==> config.mk <==
export PLATFORM = sky130hd
export DESIGN_NAME = vga_fb_scanner
export DESIGN_NICKNAME = d
export VERILOG_FILES = /design/src/rtl/vga_fb_scanner.sv
export SDC_FILE = /design/constraint.sdc
export NUM_CORES = 1
export LEC_CHECK = 0
export ABC_AREA = 1
export CORE_MARGIN = 5
export CORE_UTILIZATION = 45
export DETAILED_ROUTE_END_ITERATION = 8
export PLACE_DENSITY_LB_ADDON = 0.05
export SLEW_MARGIN = 20
export SYNTH_ARGS = -nofsm -noshare
export SYNTH_HDL_FRONTEND = slang
export SYNTH_SLANG_ARGS = --single-unit
==> constraint.sdc <==
create_clock -name clk -period 2 [get_ports clk]
set_input_delay 0.5 -clock clk [delete_from_list [all_inputs] [get_ports clk]]
set_output_delay 0.5 -clock clk [all_outputs]
set_load 0.03 [all_outputs]
==> src/rtl/vga_fb_scanner.sv <==
// vga_fb_scanner: sweeps a VGA raster, fetches one framebuffer word per cell and
// expands its low byte (RGB332) into a CELL x CELL block of pixels.
// Pipeline: stage 0 counters, stage 1 address/flags, stage 2 memory read, stage 3 pins.
module vga_fb_scanner #(
  parameter int unsigned       ADDR_W    = 32,
  parameter logic [ADDR_W-1:0] BASE_ADDR = '0,
  parameter int unsigned       FB_W      = 32,
  parameter int unsigned       FB_H      = 24,
  parameter int unsigned       CELL      = 20,
  parameter int unsigned       H_VIS     = 640,
  parameter int unsigned       H_FP      = 16,
  parameter int unsigned       H_SYNC    = 96,
  parameter int unsigned       H_BP      = 48,
  parameter int unsigned       V_VIS     = 480,
  parameter int unsigned       V_FP      = 10,
  parameter int unsigned       V_SYNC    = 2,
  parameter int unsigned       V_BP      = 33
) (
  input  logic              clk,
  input  logic              rst_n,
  input  logic              pix_en,
  output logic [ADDR_W-1:0] mem_addr,
  input  logic [31:0]       mem_data,
  output logic              hsync,
  output logic              vsync,
  output logic [2:0]        red,
  output logic [2:0]        green,
  output logic [1:0]        blue,
  output logic              video_on,
  output logic              frame_start
);

  localparam int unsigned H_TOT    = H_VIS + H_FP + H_SYNC + H_BP;
  localparam int unsigned V_TOT    = V_VIS + V_FP + V_SYNC + V_BP;
  localparam int unsigned HW       = $clog2(H_TOT);
  localparam int unsigned VW       = $clog2(V_TOT);
  localparam int unsigned HS_BEG   = H_VIS + H_FP;
  localparam int unsigned HS_END   = HS_BEG + H_SYNC - 1;
  localparam int unsigned VS_BEG   = V_VIS + V_FP;
  localparam int unsigned VS_END   = VS_BEG + V_SYNC - 1;
  localparam int unsigned CXW      = $clog2(CELL + 1);
  localparam int unsigned COLW     = $clog2(FB_W + 1);
  localparam int unsigned RBW      = $clog2(FB_W * FB_H + 1);
  localparam int unsigned ROW_LAST = FB_W * (FB_H - 1);

  logic [HW-1:0]   h_cnt;
  logic [VW-1:0]   v_cnt;
  logic [CXW-1:0]  cx;
  logic [COLW-1:0] col;
  logic [CXW-1:0]  cy;
  logic [RBW-1:0]  row_base;

  logic hs_s1, vs_s1, act_s1, sof_s1;
  logic hs_s2, vs_s2, act_s2, sof_s2;

  logic h_last_c, v_last_c, h_vis_c, v_vis_c, vis_c, hs_win_c, vs_win_c, sof_c;
  logic [23:0] unused_data_c;

  // Stage-0 decode of the raster position
  assign h_last_c = (h_cnt == HW'(H_TOT - 1));
  assign v_last_c = (v_cnt == VW'(V_TOT - 1));
  assign h_vis_c  = (h_cnt < HW'(H_VIS));
  assign v_vis_c  = (v_cnt < VW'(V_VIS));
  assign vis_c    = h_vis_c && v_vis_c;
  assign hs_win_c = (h_cnt >= HW'(HS_BEG)) && (h_cnt <= HW'(HS_END));
  assign vs_win_c = (v_cnt >= VW'(VS_BEG)) && (v_cnt <= VW'(VS_END));
  assign sof_c    = (h_cnt == '0) && (v_cnt == '0);

  // Only the colour byte of the framebuffer word is displayed
  assign unused_data_c = mem_data[31:8];

  // Raster counters: h wraps at end of line, v advances on h wrap
  always_ff @(posedge clk or negedge rst_n) begin
    if (!rst_n) begin
      h_cnt <= '0;
      v_cnt <= '0;
    end else if (pix_en) begin
      if (h_last_c) begin
        h_cnt <= '0;
        v_cnt <= v_last_c ? '0 : v_cnt + VW'(1);
      end else begin
        h_cnt <= h_cnt + HW'(1);
      end
    end
  end

  // Horizontal cell tracking: cx sub-counter and column index, cleared at line end
  always_ff @(posedge clk or negedge rst_n) begin
    if (!rst_n) begin
      cx  <= '0;
      col <= '0;
    end else if (pix_en) begin
      if (h_last_c) begin
        cx  <= '0;
        col <= '0;
      end else if (h_vis_c) begin
        if (cx == CXW'(CELL - 1)) begin
          cx  <= '0;
          col <= (col == COLW'(FB_W - 1)) ? '0 : col + COLW'(1);
        end else begin
          cx <= cx + CXW'(1);
        end
      end
    end
  end

  // Vertical cell tracking: cy sub-counter and row base address, cleared at frame end
  always_ff @(posedge clk or negedge rst_n) begin
    if (!rst_n) begin
      cy       <= '0;
      row_base <= '0;
    end else if (pix_en && h_last_c) begin
      if (v_last_c) begin
        cy       <= '0;
        row_base <= '0;
      end else if (v_vis_c) begin
        if (cy == CXW'(CELL - 1)) begin
          cy       <= '0;
          row_base <= (row_base == RBW'(ROW_LAST)) ? '0 : row_base + RBW'(FB_W);
        end else begin
          cy <= cy + CXW'(1);
        end
      end
    end
  end

  // Stage 1: issue the cell address and register raw sync/active/sof flags
  always_ff @(posedge clk or negedge rst_n) begin
    if (!rst_n) begin
      mem_addr <= BASE_ADDR;
      hs_s1    <= 1'b0;
      vs_s1    <= 1'b0;
      act_s1   <= 1'b0;
      sof_s1   <= 1'b0;
    end else if (pix_en) begin
      if (vis_c) begin
        mem_addr <= BASE_ADDR + ADDR_W'(row_base) + ADDR_W'(col);
      end
      hs_s1  <= hs_win_c;
      vs_s1  <= vs_win_c;
      act_s1 <= vis_c;
      sof_s1 <= sof_c;
    end
  end

  // Stage 2: delay flags while the memory returns the word
  always_ff @(posedge clk or negedge rst_n) begin
    if (!rst_n) begin
      hs_s2  <= 1'b0;
      vs_s2  <= 1'b0;
      act_s2 <= 1'b0;
      sof_s2 <= 1'b0;
    end else if (pix_en) begin
      hs_s2  <= hs_s1;
      vs_s2  <= vs_s1;
      act_s2 <= act_s1;
      sof_s2 <= sof_s1;
    end
  end

  // Stage 3: output registers, colour blanked outside the visible area
  always_ff @(posedge clk or negedge rst_n) begin
    if (!rst_n) begin
      hsync       <= 1'b1;
      vsync       <= 1'b1;
      video_on    <= 1'b0;
      frame_start <= 1'b0;
      red         <= '0;
      green       <= '0;
      blue        <= '0;
    end else if (pix_en) begin
      hsync                <= ~hs_s2;
      vsync                <= ~vs_s2;
      video_on             <= act_s2;
      frame_start          <= sof_s2;
      {red, green, blue}   <= act_s2 ? mem_data[7:0] : 8'h00;
    end
  end

endmodule

==> impl_metrics.ini, run 1 <==
[sta]
finalSetupViolations = 0
slew_viol_final = 0
skew_ps = 10.9
min_period_ps = 1900
period_share_pct = 94.9
final.setup.tns_ps = 0
rsz0062_at_grt = no
max_freq_mhz = 527
finalHoldViolCount = 0

[clocking]
cts_made_buffers = 9
clock_latency_ps = 350
clock-sinks = 72
htreeDepth = 3
cts_root_buf = clkbuf_8
cts_tree = done
path_clk_slew_ps = 80
post_cts_buffers = 0
cts_buffer_depth = 2

[global_route]
grt_pass1_wl_mm = 15.0
grt_max_degree = 73
grt_overflow_total = 0
grt_pass1_vias = 3220
gr-usage-all-layers_pct = 16.2
antenna_found_initial = 0

[yosys]
synth_area_leaders = dfrtp_1 43%, nand2_1 16%, nand3_1 6.9%
synth_cell_type_count = 32
synth_mux_area_share_pct = 0
synth.top_cell.area_share_pct = 43.1
synth_xor_area_share_pct = 3.23
synth_compound_area_share_pct = 5.30
ys.flop_type = dfrtp_1
netlist_area_um2 = 4060
synth.largest_area_cell = dfrtp_1
ys_seq_elements = 72
syn_inst = 531
post-synth-top-count-cell = nand2_1
synth-simple-area-share_pct = 33.7
synthTopCellsByCount = 176 x nand2_1, 70 x dfrtp_1, 56 x nand3_1, 42 x inv_1, 42 x nor2_1
synthAdderAreaFrac_pct = 3.08
ys_warn_count = 0
ys_seq_area_share_pct = 44.4
synth-edff-count = 0
synth_area_per_cell_um2 = 7.65
synth_top_family_by_area = simple AND/OR/NAND/NOR gates
async_flop_share_pct = 100

[finish]
nets = 619
stdcell_area_um2 = 4710
antenna_cells = 0
drive_above_1_share_pct = 9.15
area_delta_synth_final_pct = 16.0

[routing]
drt-wirelength-per-cell_um = 12.2
finalWirelength_mm = 8.36
viasPerCell = 4.87
vias = 3347
drc = 0
drt_iter0_drc = 126
dr.pass1.iters = 4
ant_nets = 0

[worst_setup_path]
crit_family = buffers and inverters
path_buf_inv = 1
slowest_stage = clkdlybuf4s50_1
path_max_fanout = 2
cp_slowest_stage_delay_ps = 680
crit_required_ps = 1500
critPathCaptureType = output port
path_cells = clkdlybuf4s50_1
start_kind = flip-flop
startpoint = mem_addr[9]
crit_arrival_ps = 1400
critical_path_class = flip-flop to output port
r2r_start = h_cnt[0]

[power]
power_frac_clock_pct = 33.9
seqPwrFrac_pct = 45.3
leakage_uw = 0.00240
power_switching_uw = 1300
p_total_uw = 4110
max-vdd-ir-drop_mv = 0.383
power_frac_comb_pct = 20.7
power_density_nw_per_um2 = 871
p_int_uw = 2800
netSwitchingFraction_pct = 31.8

[run]
maxCapViolations = 0

[floorplan]
io_pins = 79
coreArea_um2 = 8760
die_h_um = 105
std_cell_rows = 34
die_w_um = 105
start_util_pct = 46.4
die-area_um2 = 11000

[place]
gp_congestion = 0.811
dpl_cell_area_um2 = 4480
portBuffers = 33
dpl.hpwl_mm = 6.03

[outcome]
status = completed

[min_path]
hold_path.class = input pin to async pin
## per-stage QoR
stage	setup slack [ps]	cells	utilization, %	hold WS, ps
2_1_floorplan	606	552	-	204
3_3_place_gp	26.1	671	51.1	412
3_5_place_dp	-7.49	671	51.1	422
4_1_cts	61.8	687	53.8	170
5_1_grt	36.8	687	53.8	189
6_report	103	687	53.8	164
## repair_timing
item	CTS	global route
hold buffers	0	0
gates resized for setup	2	0
endpoints found under the setup margin	2	0
## routing by layer
layer | up-vias | GRT usage [%] | wire (µm)
met1 | 1543 | 21.9 | 3980
met3 | 16 | 2.34 | 273
met2 | 56 | 25.9 | 3920
li1 | 1732 | - | -
met4 | 0 | 6.94 | 180
met5 | - | 0 | 0
## final timing paths
kind | to | slack [ps] | cells after the start
min in group clk | hsync | 430 | 1
setup reg to reg | v_cnt[7] | 300 | 8
hold / removal | green[1] | 160 | 2
max in group asynchronous | vsync | 1480 | 2
setup / recovery | mem_addr[9] | 100 | 1
hold reg to reg | hsync | 430 | 1
## final cells by class
type                            instances  area (µm²)
Tap cell                              108         135
Multi-Input combinational cell        397        1920
Clock inverter                          5         106
Fill cell                             875        4050
Clock buffer                           11         131
Timing Repair Buffer                   46         433
Inverter                               48         180
Sequential cell                        72        1800
## power groups by stage
stage	clock network, µW	registers [µW]	logic [µW]
after global placement	0	1880	838
after detailed placement	0	1890	857
after floorplan	0	1890	600
after CTS	1440	1860	861
final	1390	1860	852
after global routing	1500	1890	979
## layout by cell type, fill, tap and decap left out, types with 4 or more instances in the layout
cell,instances
a21oi_1,4
dfrtp_1,70
ha_1,10
o21ai_1,9
clkdlybuf4s50_1,30
buf_4,12
nand2_1,176
o21ai_0,20
nor2_1,42
xor2_1,12
conb_1,22
nand3b_1,9
nand4_1,12
inv_1,42
clkbuf_8,9
inv_2,6
nand3_1,56
nand2_2,6
## sequential cells by signal, indices dropped and copies added, names as in the netlist, 2 cells and up
name	cells
v_cnt	10
row_base	5
h_cnt	10
red	3
blue	2
cx	5
mem_addr	11
cy	5
green	3
col	6
## kinds of logic (layout without fill, tap and decap cells)
kind of cell	count (synthesis)	count (layout)
flops	72	72
simple gates	312	312
fa+ha+maj	10	10
xor+xnor	15	15
other cells	1	22
compound gates	38	38
buf+inv	83	110
## worst register-to-register path, stage by stage, from the launching register on
cell,delay [ps]
dfrtp_1,380
ha_1,180
nand3_1,120
inv_1,130
nand3_4,180
nor2_4,260
buf_4,210
nand3_1,70
o21ai_0,80
(Power assumes the default switching activity.)
==> run 2: changes to the inputs <==
- SKIP_CTS_REPAIR_TIMING: not set -> 1
- TNS_END_PERCENT: not set -> 10
==> impl_metrics.ini, run 2 (synthesis results as in run 1) <==
[outcome]
status = completed

[sta]
skew_ps = 10.5
rsz0062_at_grt = no
final.setup.worst_slack_ps = 103
finalHoldViolCount = 0
hold_ws_ps = 164
finalSetupViolations = 0
slew_viol_final = 0
min_period_ps = 1900
period_share_pct = 94.9
max_freq_mhz = 527

[finish]
largest_reg_flops = 11
antenna_cells = 0
top_regs = mem_addr (11), h_cnt (10), v_cnt (10)
stdcell_area_um2 = 4720
nets = 619
area_delta_synth_final_pct = 16.2
drive_above_1_share_pct = 9.15
top_register = mem_addr
layout_common_cells = 176 x nand2_1, 70 x dfrtp_1, 56 x nand3_1, 42 x inv_1, 42 x nor2_1
final_common_cell = nand2_1
finalNonFillerCells = 687

[routing]
vias = 3343
ant_nets = 0
dr.pass1.iters = 4
drc = 0
finalWirelength_mm = 8.37
drt_iter0_drc = 126
drt-wirelength-per-cell_um = 12.2
viasPerCell = 4.87

[power]
power_density_nw_per_um2 = 870
netSwitchingFraction_pct = 31.8
power_frac_comb_pct = 20.8
leakage_uw = 0.00241
seqPwrFrac_pct = 45.3
max-vdd-ir-drop_mv = 0.383
p_total_uw = 4110
power_frac_clock_pct = 33.9
p_int_uw = 2800
power_switching_uw = 1310

[worst_setup_path]
path_cells = clkdlybuf4s50_1
critPathCaptureType = output port
crit_arrival_ps = 1400
path_max_fanout = 2
crit_family = buffers and inverters
path_buf_inv = 1
slowest_stage = clkdlybuf4s50_1
crit_required_ps = 1500
critical_path_class = flip-flop to output port
start_kind = flip-flop
cp_slowest_stage_delay_ps = 680

[floorplan]
std_cell_rows = 34
die_w_um = 105
start_util_pct = 46.4
io_pins = 79
die-area_um2 = 11000
coreArea_um2 = 8760
die_h_um = 105

[global_route]
gr-usage-all-layers_pct = 16.2
grt_overflow_total = 0
grt_pass1_vias = 3220
antenna_found_initial = 0
grt_max_degree = 73
grt_pass1_wl_mm = 15.0

[place]
dpl_worst_slack_ps = -7.49
portBuffers = 33
dpl.hpwl_mm = 6.03
dpl_cell_area_um2 = 4480
numPlacedInstances = 671
gp_congestion = 0.811

[clocking]
cts_made_buffers = 9
path_clk_slew_ps = 80
cts_tree = done
clock-sinks = 72
htreeDepth = 3
clock_latency_ps = 350
cts_root_buf = clkbuf_8
cts_buffer_depth = 2

[min_path]
hold_path.class = input pin to async pin

[run]
maxCapViolations = 0
==> run 2: layer usage <==
| metal | routed length, µm | vias to the layer above | track usage [%] |
|---|---|---|---|
| met4 | 175 | 0 | 6.94 |
| met3 | 240 | 16 | 2.34 |
| met1 | 4000 | 1547 | 21.9 |
| li1 | - | 1731 | - |
| met5 | 0 | - | 0 |
| met2 | 3950 | 49 | 25.9 |
==> run 2: worst paths after layout <==
path | depth (start not counted) | start | to | slack (ps)
worst max-delay path | 1 | mem_addr[9] | mem_addr[9] | 100
min in group clk | 1 | hs_s2 | hsync | 430
worst min-delay path | 2 | rst_n | green[1] | 160
worst min register to register | 1 | hs_s2 | hsync | 430
worst max register to register | 8 | h_cnt[0] | v_cnt[7] | 300
max in group asynchronous | 2 | rst_n | vsync | 1480
==> run 2: cell type report <==
class / count / area [µm²]
fillers: 875 / 4040
clock inverters: 5 / 106
flip-flops and latches: 72 / 1800
clock buffers: 11 / 131
inverters: 48 / 180
well taps: 108 / 135
multi-input cells: 397 / 1920
repair buffers: 46 / 440
==> run 2: stage by stage <==
| step | setup TNS [ps] | util, % |
|---|---|---|
| floorplan | 0 | - |
| CTS | -144 | 53.8 |
| global placement | 0 | 51.1 |
| global route | 0 | 53.9 |
| finish | 0 | 53.9 |
| detailed placement | -10.0 | 51.1 |
==> run 2: power by group through the flow <==
stage | sequential, µW | clock, µW | combinational (µW)
finish | 1860 | 1390 | 853
floorplan | 1890 | 0 | 600
global placement | 1880 | 0 | 838
global route | 1890 | 1500 | 980
detailed placement | 1890 | 0 | 857
CTS | 1860 | 1440 | 863
